--- config.mk ---
export PLATFORM = sky130hd
export DESIGN_NAME = aes_round_ctrl
export DESIGN_NICKNAME = d
export VERILOG_FILES = /design/src/rtl/aes_round_ctrl.sv
export SDC_FILE = /design/constraint.sdc
export NUM_CORES = 1
export LEC_CHECK = 0
export CORE_MARGIN = 5
export CORE_UTILIZATION = 47
export CTS_BUF_LIST = sky130_fd_sc_hd__clkbuf_4
export DETAILED_ROUTE_END_ITERATION = 6
export PLACE_DENSITY = 0.9
export RECOVER_POWER = 100
export SYNTH_ARGS = -nofsm -noshare
export SYNTH_HDL_FRONTEND = slang
export SYNTH_SLANG_ARGS = --single-unit
--- constraint.sdc ---
create_clock -name clk -period 1.7 [get_ports clk]
set_clock_uncertainty 0.05 [all_clocks]
set_input_delay 0.425 -clock clk [delete_from_list [all_inputs] [get_ports clk]]
set_output_delay 0.425 -clock clk [all_outputs]
set_load 0.1 [all_outputs]
--- src/rtl/aes_round_ctrl.sv ---
// Sequencer for the byte-serial AES-128 core: walks the datapath through
// LOAD, 11 AddRoundKey passes and 10 rounds of Sub/Shift/Mix, fetching each round key.
module aes_round_ctrl #(
  parameter int NR       = 10,
  parameter int NB_BYTES = 16
) (
  input  logic       clk,
  input  logic       rst,
  input  logic       start,
  input  logic       key_valid,
  output logic       busy,
  output logic       done,
  output logic       load_state,
  output logic       key_req,
  output logic [3:0] key_round,
  output logic [3:0] round_idx,
  output logic       sbox_en,
  output logic [3:0] byte_idx,
  output logic       shift_en,
  output logic       mix_en,
  output logic       ark_en
);

  localparam logic [3:0] LAST_ROUND = 4'(NR);
  localparam logic [3:0] LAST_BYTE  = 4'(NB_BYTES - 1);

  typedef enum logic [2:0] {
    S_IDLE, S_LOAD, S_KEY_WAIT, S_SUB, S_SHIFT, S_MIX, S_ARK, S_DONE
  } state_t;

  state_t     state, state_nxt;
  logic [3:0] round_q, round_nxt;
  logic [3:0] byte_q, byte_nxt;

  always_ff @(posedge clk) begin
    if (rst) begin
      state   <= S_IDLE;
      round_q <= '0;
      byte_q  <= '0;
    end else begin
      state   <= state_nxt;
      round_q <= round_nxt;
      byte_q  <= byte_nxt;
    end
  end

  always_comb begin
    state_nxt  = state;
    round_nxt  = round_q;
    byte_nxt   = byte_q;
    busy       = 1'b1;
    done       = 1'b0;
    load_state = 1'b0;
    key_req    = 1'b0;
    key_round  = '0;
    sbox_en    = 1'b0;
    shift_en   = 1'b0;
    mix_en     = 1'b0;
    ark_en     = 1'b0;
    case (state)
      S_IDLE: begin
        busy = 1'b0;
        if (start) begin
          state_nxt = S_LOAD;
          round_nxt = '0;
        end
      end
      S_LOAD: begin
        load_state = 1'b1;
        state_nxt  = S_KEY_WAIT;
      end
      S_KEY_WAIT: begin
        key_req   = 1'b1;
        key_round = round_q;
        // round 0 is only the initial key whitening
        if (key_valid) state_nxt = (round_q == '0) ? S_ARK : S_SUB;
      end
      S_SUB: begin
        sbox_en = 1'b1;
        if (byte_q == LAST_BYTE) begin
          byte_nxt  = '0;
          state_nxt = S_SHIFT;
        end else begin
          byte_nxt = byte_q + 4'd1;
        end
      end
      S_SHIFT: begin
        shift_en  = 1'b1;
        state_nxt = (round_q == LAST_ROUND) ? S_ARK : S_MIX;
      end
      S_MIX: begin
        mix_en    = 1'b1;
        state_nxt = S_ARK;
      end
      S_ARK: begin
        ark_en    = 1'b1;
        key_round = round_q;
        if (round_q == LAST_ROUND) begin
          state_nxt = S_DONE;
        end else begin
          round_nxt = round_q + 4'd1;
          state_nxt = S_KEY_WAIT;
        end
      end
      S_DONE: begin
        done      = 1'b1;
        state_nxt = S_IDLE;
      end
      default: state_nxt = S_IDLE;
    endcase
  end

  assign round_idx = round_q;
  assign byte_idx  = byte_q;

endmodule

==> impl_metrics.csv, run 1 <==
group,metric,value,unit
cts,cts_setup_buffers,14,
die,dieWidth,50.6,um
die,die_y,50.6,um
synthesis,synthCells,95,
synthesis,synth_fp_nets,103,
synthesis,netlist_area,776,um^2
synthesis,synth_seq_cells,11,
synthesis,synth_top_area_share,28.4,%
cts,cts_buffer_depth,2,
cts,h-tree-depth,1,
run_status,error_line,"[ERROR DPL-0033] detailed placement checks failed during check placement.",
cts,numCtsBuffers,3,
placed_design,dp.cells,133,
synthesis,synth.avg_cell_area,8.17,um^2
run_status,outcome,"did not finish",
synthesis,synth_cell_type_count,37,
placed_design,place_hpwl,1.73,mm
cts,hold_buffers,0,
cts,clock_sinks,11,
die,rows,14,
placed_design,portBuffers,23,
synthesis,ys_warn_count,0,
synthesis,synth_edf_count,0,
synthesis,async_flop_share,0,%
die,ioPinCount,24,
die,initial_utilization,50.3,%
synthesis,ys_seq_area_share,28.4,%
synthesis,synthTopCellsByArea,"dfxtp_1 (28%), ha_1 (6.5%), nand4b_1 (4.5%)",
synthesis,synth_largest_area_cell,"dfxtp_1",
cts,post_cts_resized,16,
placed_design,gp_congestion,0.788,
synthesis,synth_flop_cell,"dfxtp_1",
cts,cts-root-buf,"clkbuf_4",
run_status,stop_stage,"4_1_cts",
==> cells by family after synthesis <==
| family | synth area share, % |
|---|---|
| AO/OA/AOI/OAI | 19.8 |
| XOR/XNOR | 1.13 |
| adder cells (fa/ha/maj) | 6.45 |
| buffers and inverters | 9.51 |
| flip-flops | 28.4 |
| multiplexers | 2.58 |
| AND/OR/NAND/NOR | 32.1 |
==> stage by stage <==
stage | TNS (ns) | utilization (%) | setup WS, ns | hold slack (ns) | cell area, um^2
after floorplan | -0.684 | - | -0.204 | 0.515 | 895
after global placement | 0 | 84.7 | 0.0684 | 0.447 | 1310
after detailed placement | -0.00221 | 84.7 | -0.00221 | 0.463 | 1310
==> Yosys cell counts (2+ instances only) <==
cell type / count
dfxtp_1: 11
inv_1: 8
nor2_1: 7
o21ai_0: 7
a21oi_1: 5
and2_1: 4
ha_1: 4
nand2_1: 4
nand4b_1: 4
nand3_1: 3
a2111oi_0: 2
a211oi_1: 2
a311o_1: 2
buf_2: 2
buf_4: 2
mux2i_1: 2
nand3b_1: 2
nor2b_1: 2
nor3_1: 2
nor3b_1: 2
or3_1: 2
==> inputs of run 2 (changes only) <==
==> config.mk (replaced) <==
export PLATFORM = sky130hd
export DESIGN_NAME = aes_round_ctrl
export DESIGN_NICKNAME = d
export VERILOG_FILES = /design/src/rtl/aes_round_ctrl.sv
export SDC_FILE = /design/constraint.sdc
export NUM_CORES = 1
export LEC_CHECK = 0
export CORE_AREA = 5 5 66 68
export DETAILED_ROUTE_END_ITERATION = 6
export DIE_AREA = 0 0 71 73
export PLACE_DENSITY_LB_ADDON = 0.15
export RECOVER_POWER = 100
export SYNTH_ARGS = -nofsm -noshare
export SYNTH_HDL_FRONTEND = slang
export SYNTH_SLANG_ARGS = --single-unit
==> impl_metrics.csv, run 2 <==
group,metric,value,unit
die,dieArea,5180,um^2
drt,met2_length,1.33,mm
sta,hold_viol_final,0,
cts,cts_buffer_depth,2,
die,coreArea,3800,um^2
global_routing,grt_util_all_layers,9.81,%
cts,clk_pin_slew_worst_paths,0.05,ns
critical_path,cp.arrival,1.25,ns
synthesis,async_flop_share,0,%
die,dieWidth,71,um
sta,maxSlewHeadroom,76.2,%
global_routing,grt_start_max_net_pins,10,
finish,drive_above_1_share,54.0,%
finish,fin_nets,146,
synthesis,synth_commonest_cells,"dfxtp_1 (11), inv_1 (8), nor2_1 (7), o21ai_0 (7), a21oi_1 (5)",
cts,numCtsBuffers,3,
die,ioPinCount,24,
sta,setup_tns,-0.0584,ns
critical_path,cp-end-kind,"output port",
synthesis,synthTopCellsByArea,"dfxtp_1 (28%), ha_1 (6.5%), nand4b_1 (4.5%)",
run_status,outcome,"complete, but fails checks",
run_status,violations,"setup timing",
cts,clock_sinks,11,
synthesis,synth_flop_cell,"dfxtp_1",
sta,worstMarginPinSlew,0.348,ns
power_and_ir_drop,total_power,1.88,mW
placed_design,portBuffers,23,
sta,holdWs,0.462,ns
drt,viasPerCell,4.64,
drt,wl_met1,1.05,mm
placed_design,placed_area,1360,um^2
finish,utilization,41.6,%
synthesis,synth_cell_type_count,37,
sta,rsz0062_at_grt,"yes",
synthesis,ys_seq_area_share,28.4,%
finish,final_cells,187,
finish,final_cell_area,1580,um^2
drt,routed_wirelength,2.54,mm
sta,fmax,0.581,GHz
synthesis,ys_warn_count,0,
power_and_ir_drop,power_density,1190,nW/um^2
placed_design,gp_congestion,0.696,
critical_path,crit_required,1.22,ns
cts,tritoncts,"built",
global_routing,antenna_found_initial,0,
synthesis,synth_largest_area_cell,"dfxtp_1",
drt,drc,0,
placed_design,preCtsSetupSlack,0.0500,ns
synthesis,synth.avg_cell_area,8.17,um^2
synthesis,synth.most_common_cell,"dfxtp_1",
synthesis,synth_seq_cells,11,
global_routing,grt_pass1_vias,825,
drt,routedWlPerCell,13.6,um
finish,antennaDiodeCount,0,
critical_path,cp-start-kind,"register",
power_and_ir_drop,p_leak,0.643,nW
sta,final.period_utilization,101,%
cts,clock_latency,0.25,ns
drt,highest_layer,"met4",
synthesis,synth_edf_count,0,
finish,layout_common_cells,"buf_12 (21), buf_4 (15), o21ai_0 (7), nor2_1 (6)",
drt,antenna_left,0,
global_routing,grt_overflow_total,0,
sta,setup_viol,3,
job,maxCapViolCount,0,
synthesis,synth_fp_nets,103,
sta,final_max_slew_viol_count,0,
drt,via_count,867,
placed_design,dp.cells,168,
die,initial_utilization,20.4,%
finish,syn_to_final_growth,104,%
sta,min_period,1.72,ns
sta,fin_ws,-0.0211,ns
drt,firstDrtPassIters,4,
placed_design,place_hpwl,1.67,mm
critical_path,path_max_fanout,7,
power_and_ir_drop,ir_worst_vdd,0.000324,V
critical_path,critical_path_class,"reg -> out",
worst_hold_path,hp-class,"reg -> reg",
synthesis,synthCells,95,
die,rows,23,
drt,initialDrtViolationCount,25,
global_routing,grt_pass1_wl,3.99,mm
drt,dr_wl_met3,92,um
synthesis,netlist_area,776,um^2
die,die_y,73,um
cts,cts-root-buf,"clkbuf_8",
cts,h-tree-depth,1,
synthesis,synth_top_area_share,28.4,%
finish,final_common_cell,"buf_12",
==> run 2: what timing repair did <==
item,in CTS,in global routing
pin swaps,3,2
buffers inserted,10,5
hold endpoints to repair,0,0
endpoints found under the setup margin,12,12
hold buffers,0,0
gates resized for setup,9,8
gates cloned,0,0
==> run 2: cells by family after synthesis <==
family                   Yosys count  synth area share (%)
flip-flops                        11                  28.4
buffers and inverters             15                  9.51
adder cells (fa/ha/maj)            4                  6.45
AO/OA/AOI/OAI                     23                  19.8
AND/OR/NAND/NOR                   39                  32.1
multiplexers                       2                  2.58
XOR/XNOR                           1                  1.13
==> run 2: routing by layer <==
layer | vias to the layer above | global-route usage (%)
met5 | - | 0
met4 | 0 | 6.89
met3 | 4 | 2.07
met2 | 20 | 16.9
met1 | 417 | 10.7
li1 | 426 | -
==> run 2: final timing paths <==
check,slack (ns),cells past startpoint,endpoint,startpoint
min,0.46,2,byte_idx[0]$_SDFFE_PP0P_,byte_idx[0]$_SDFFE_PP0P_
min reg2reg,0.46,2,byte_idx[0]$_SDFFE_PP0P_,byte_idx[0]$_SDFFE_PP0P_
max,-0.02,5,load_state,state[0]$_SDFFE_PP0P_
max reg2reg,0.07,7,byte_idx[3]$_SDFFE_PP0P_,state[0]$_SDFFE_PP0P_
==> run 2: power breakdown <==
part	internal (mW)	switching (mW)	total, mW	leakage (nW)
Clock	0.166	0.113	0.279	0.0228
Combinational	0.559	0.661	1.22	0.525
Sequential	0.296	0.0804	0.376	0.0953
==> run 2: worst max-delay path: stages, from the launching register on <==
cell	delay [ns]
dfxtp_4	0.41
buf_6	0.13
buf_12	0.10
inv_6	0.03
nor3_4	0.14
buf_12	0.20
==> run 2: area by class of cell <==
class                           instances  area (um^2)
Fill cell                             368         2220
Sequential cell                        11          245
Clock buffer                            4         45.0
Tap cell                               50         62.6
Timing Repair Buffer                   45          628
Inverter                                8         42.5
Multi-Input combinational cell         69          557
Note: power is estimated with default switching activity, not from simulation.
==> inputs of run 3 (changes only) <==
--- a/config.mk
+++ b/config.mk
@@ -8,7 +8,6 @@
 export CORE_AREA = 5 5 66 68
 export DETAILED_ROUTE_END_ITERATION = 6
 export DIE_AREA = 0 0 71 73
-export PLACE_DENSITY_LB_ADDON = 0.15
 export RECOVER_POWER = 100
 export SYNTH_ARGS = -nofsm -noshare
 export SYNTH_HDL_FRONTEND = slang
==> constraint.sdc (replaced) <==
create_clock -name clk -period 1.9 [get_ports clk]
set_clock_uncertainty 0.05 [all_clocks]
set_input_delay 0.475 -clock clk [delete_from_list [all_inputs] [get_ports clk]]
set_output_delay 0.475 -clock clk [all_outputs]
set_load 0.1 [all_outputs]
==> impl_metrics.csv, run 3 (synthesis gave the netlist of run 2 again) <==
group,metric,value,unit
run_status,outcome,"finished, final reports clean",
cts,h-tree-depth,1,
global_routing,antenna_found_initial,0,
power_and_ir_drop,p_leak,0.517,nW
drt,via_count,780,
sta,final_max_slew_viol_count,0,
drt,drc,0,
die,rows,23,
drt,antenna_left,0,
cts,clock_sinks,11,
finish,fin_nets,127,
critical_path,path_max_fanout,12,
die,die_y,73,um
sta,setup_viol,0,
sta,fmax,0.546,GHz
finish,drive_above_1_share,35.6,%
placed_design,placed_area,1310,um^2
worst_hold_path,hp-class,"reg -> reg",
die,dieWidth,71,um
die,initial_utilization,20.4,%
cts,clock_latency,0.24,ns
drt,routedWlPerCell,12.5,um
cts,cts-root-buf,"clkbuf_8",
sta,setup_tns,0,ns
placed_design,preCtsSetupSlack,0.141,ns
cts,cts_setup_buffers,0,
sta,rsz0062_at_grt,"no",
worst_hold_path,hold_start,"byte_idx[0]$_SDFFE_PP0P_",
global_routing,grt_pass1_wl,3.57,mm
cts,tritoncts,"built",
drt,viasPerCell,4.64,
finish,fillCellCount,422,
critical_path,r2r-end,"state[1]$_SDFFE_PP0P_",
power_and_ir_drop,ir_worst_vdd,0.000317,V
drt,routed_wirelength,2.09,mm
sta,maxSlewHeadroom,63.6,%
global_routing,grt_pass1_vias,796,
die,dieArea,5180,um^2
die,ioPinCount,24,
sta,worstMarginPinSlew,0.548,ns
finish,final_common_cell,"buf_12",
finish,layout_common_cells,"buf_12 (9), dfxtp_1 (8), inv_1 (7), o21ai_0 (7)",
sta,final.period_utilization,96.3,%
sta,hold_viol_final,0,
global_routing,grt_util_all_layers,8.42,%
critical_path,reg2regPathDepth,4,
cts,cts_buffer_depth,2,
critical_path,r2r_slack,0.23,ns
drt,firstDrtPassIters,3,
cts,numCtsBuffers,3,
power_and_ir_drop,power_density,1090,nW/um^2
critical_path,r2r_start,"round_idx[1]$_SDFFE_PP0P_",
worst_hold_path,holdPathEnd,"byte_idx[0]$_SDFFE_PP0P_",
critical_path,critical_path_class,"reg -> out",
cts,clk_pin_slew_worst_paths,0.05,ns
sta,min_period,1.83,ns
global_routing,grt_start_max_net_pins,19,
cts,hold_buffers,0,
drt,initialDrtViolationCount,78,
critical_path,cp.arrival,1.31,ns
critical_path,cp-end-kind,"output port",
placed_design,place_hpwl,1.59,mm
placed_design,portBuffers,23,
worst_hold_path,min_path_cells,2,
global_routing,grt_overflow_total,0,
critical_path,cp-start-kind,"register",
finish,syn_to_final_growth,57.9,%
job,maxCapViolCount,0,
die,coreArea,3800,um^2
critical_path,crit_required,1.37,ns
placed_design,gp_congestion,0.792,
finish,antennaDiodeCount,0,
finish,final_cell_area,1220,um^2
sta,fin_ws,0.0697,ns
==> run 3: changes by cell type in the layout (fill, tap and decap cells not counted), moves of 2 or more <==
cell / before / now
buf_12: 21 / 9
buf_4: 15 / 6
dfxtp_1: 1 / 8
dfxtp_2: 5 / 0
and2_2: 0 / 4
and2_4: 4 / 0
clkbuf_2: 1 / 5
inv_1: 4 / 7
buf_6: 4 / 2
clkinvlp_4: 2 / 0
dfxtp_4: 5 / 3
==> run 3: final cells by class <==
| type | count | area, um^2 | area share, % |
|---|---|---|---|
| inverter | 8 | 35.0 | 2.86 |
| tap | 50 | 62.6 | 5.11 |
| timing repair buffer | 26 | 318 | 25.9 |
| multi-input combinational | 69 | 533 | 43.5 |
| clock buffer | 4 | 45.0 | 3.68 |
| sequential | 11 | 231 | 18.9 |
==> run 3: worst max-delay path, stage by stage, from the launching register on <==
cell and delay, ns:
dfxtp_4 0.39, buf_4 0.19, nor3b_4 0.27, buf_12 0.21
==> run 3: worst max path at each step <==
stage	startpoint	end	slack, ns	depth (start not counted)
finish	state[1]$_SDFFE_PP0P_	shift_en	0.07	3
global placement	state[2]$_SDFFE_PP0P_	shift_en	0.20	2
detailed placement	start	state[0]$_SDFFE_PP0P_	0.14	4
global route	state[0]$_SDFFE_PP0P_	sbox_en	0.009	3
CTS	state[1]$_SDFFE_PP0P_	done	0.02	3
floorplan	state[0]$_SDFFE_PP0P_	key_req	-0.05	3
==> run 3: layer usage <==
layer	part of all wire (%)	GRT usage, %
met2	50	14.2
met4	1.4	3.76
met1	43	9.72
met3	5.2	2.75
met5	0	0
==> run 3: timing repair <==
item / in CTS / in global routing
cloned: 0 / 0
setup endpoints to repair: 10 / 7
gates resized for setup: 2 / 4
==> run 3: stage by stage <==
stage                     std cells  total power [mW]  utilization [%]  hold WS, ns
after floorplan                  95             0.973                -        0.565
after global placement          164              1.14             34.5        0.485
after detailed placement        164              1.15             34.5        0.491
after CTS                       168              1.39             35.7        0.501
after global routing            168              1.40             32.2        0.520
final                           168              1.33             32.2        0.478
==> run 3: power by group <==
part	internal (mW)	leakage, nW	switching, mW	total [mW]
sequential	0.267	0.0911	0.113	0.380
clock	0.148	0.0228	0.0938	0.242
combinational	0.250	0.403	0.463	0.713
total	0.665	0.517	0.669	1.33
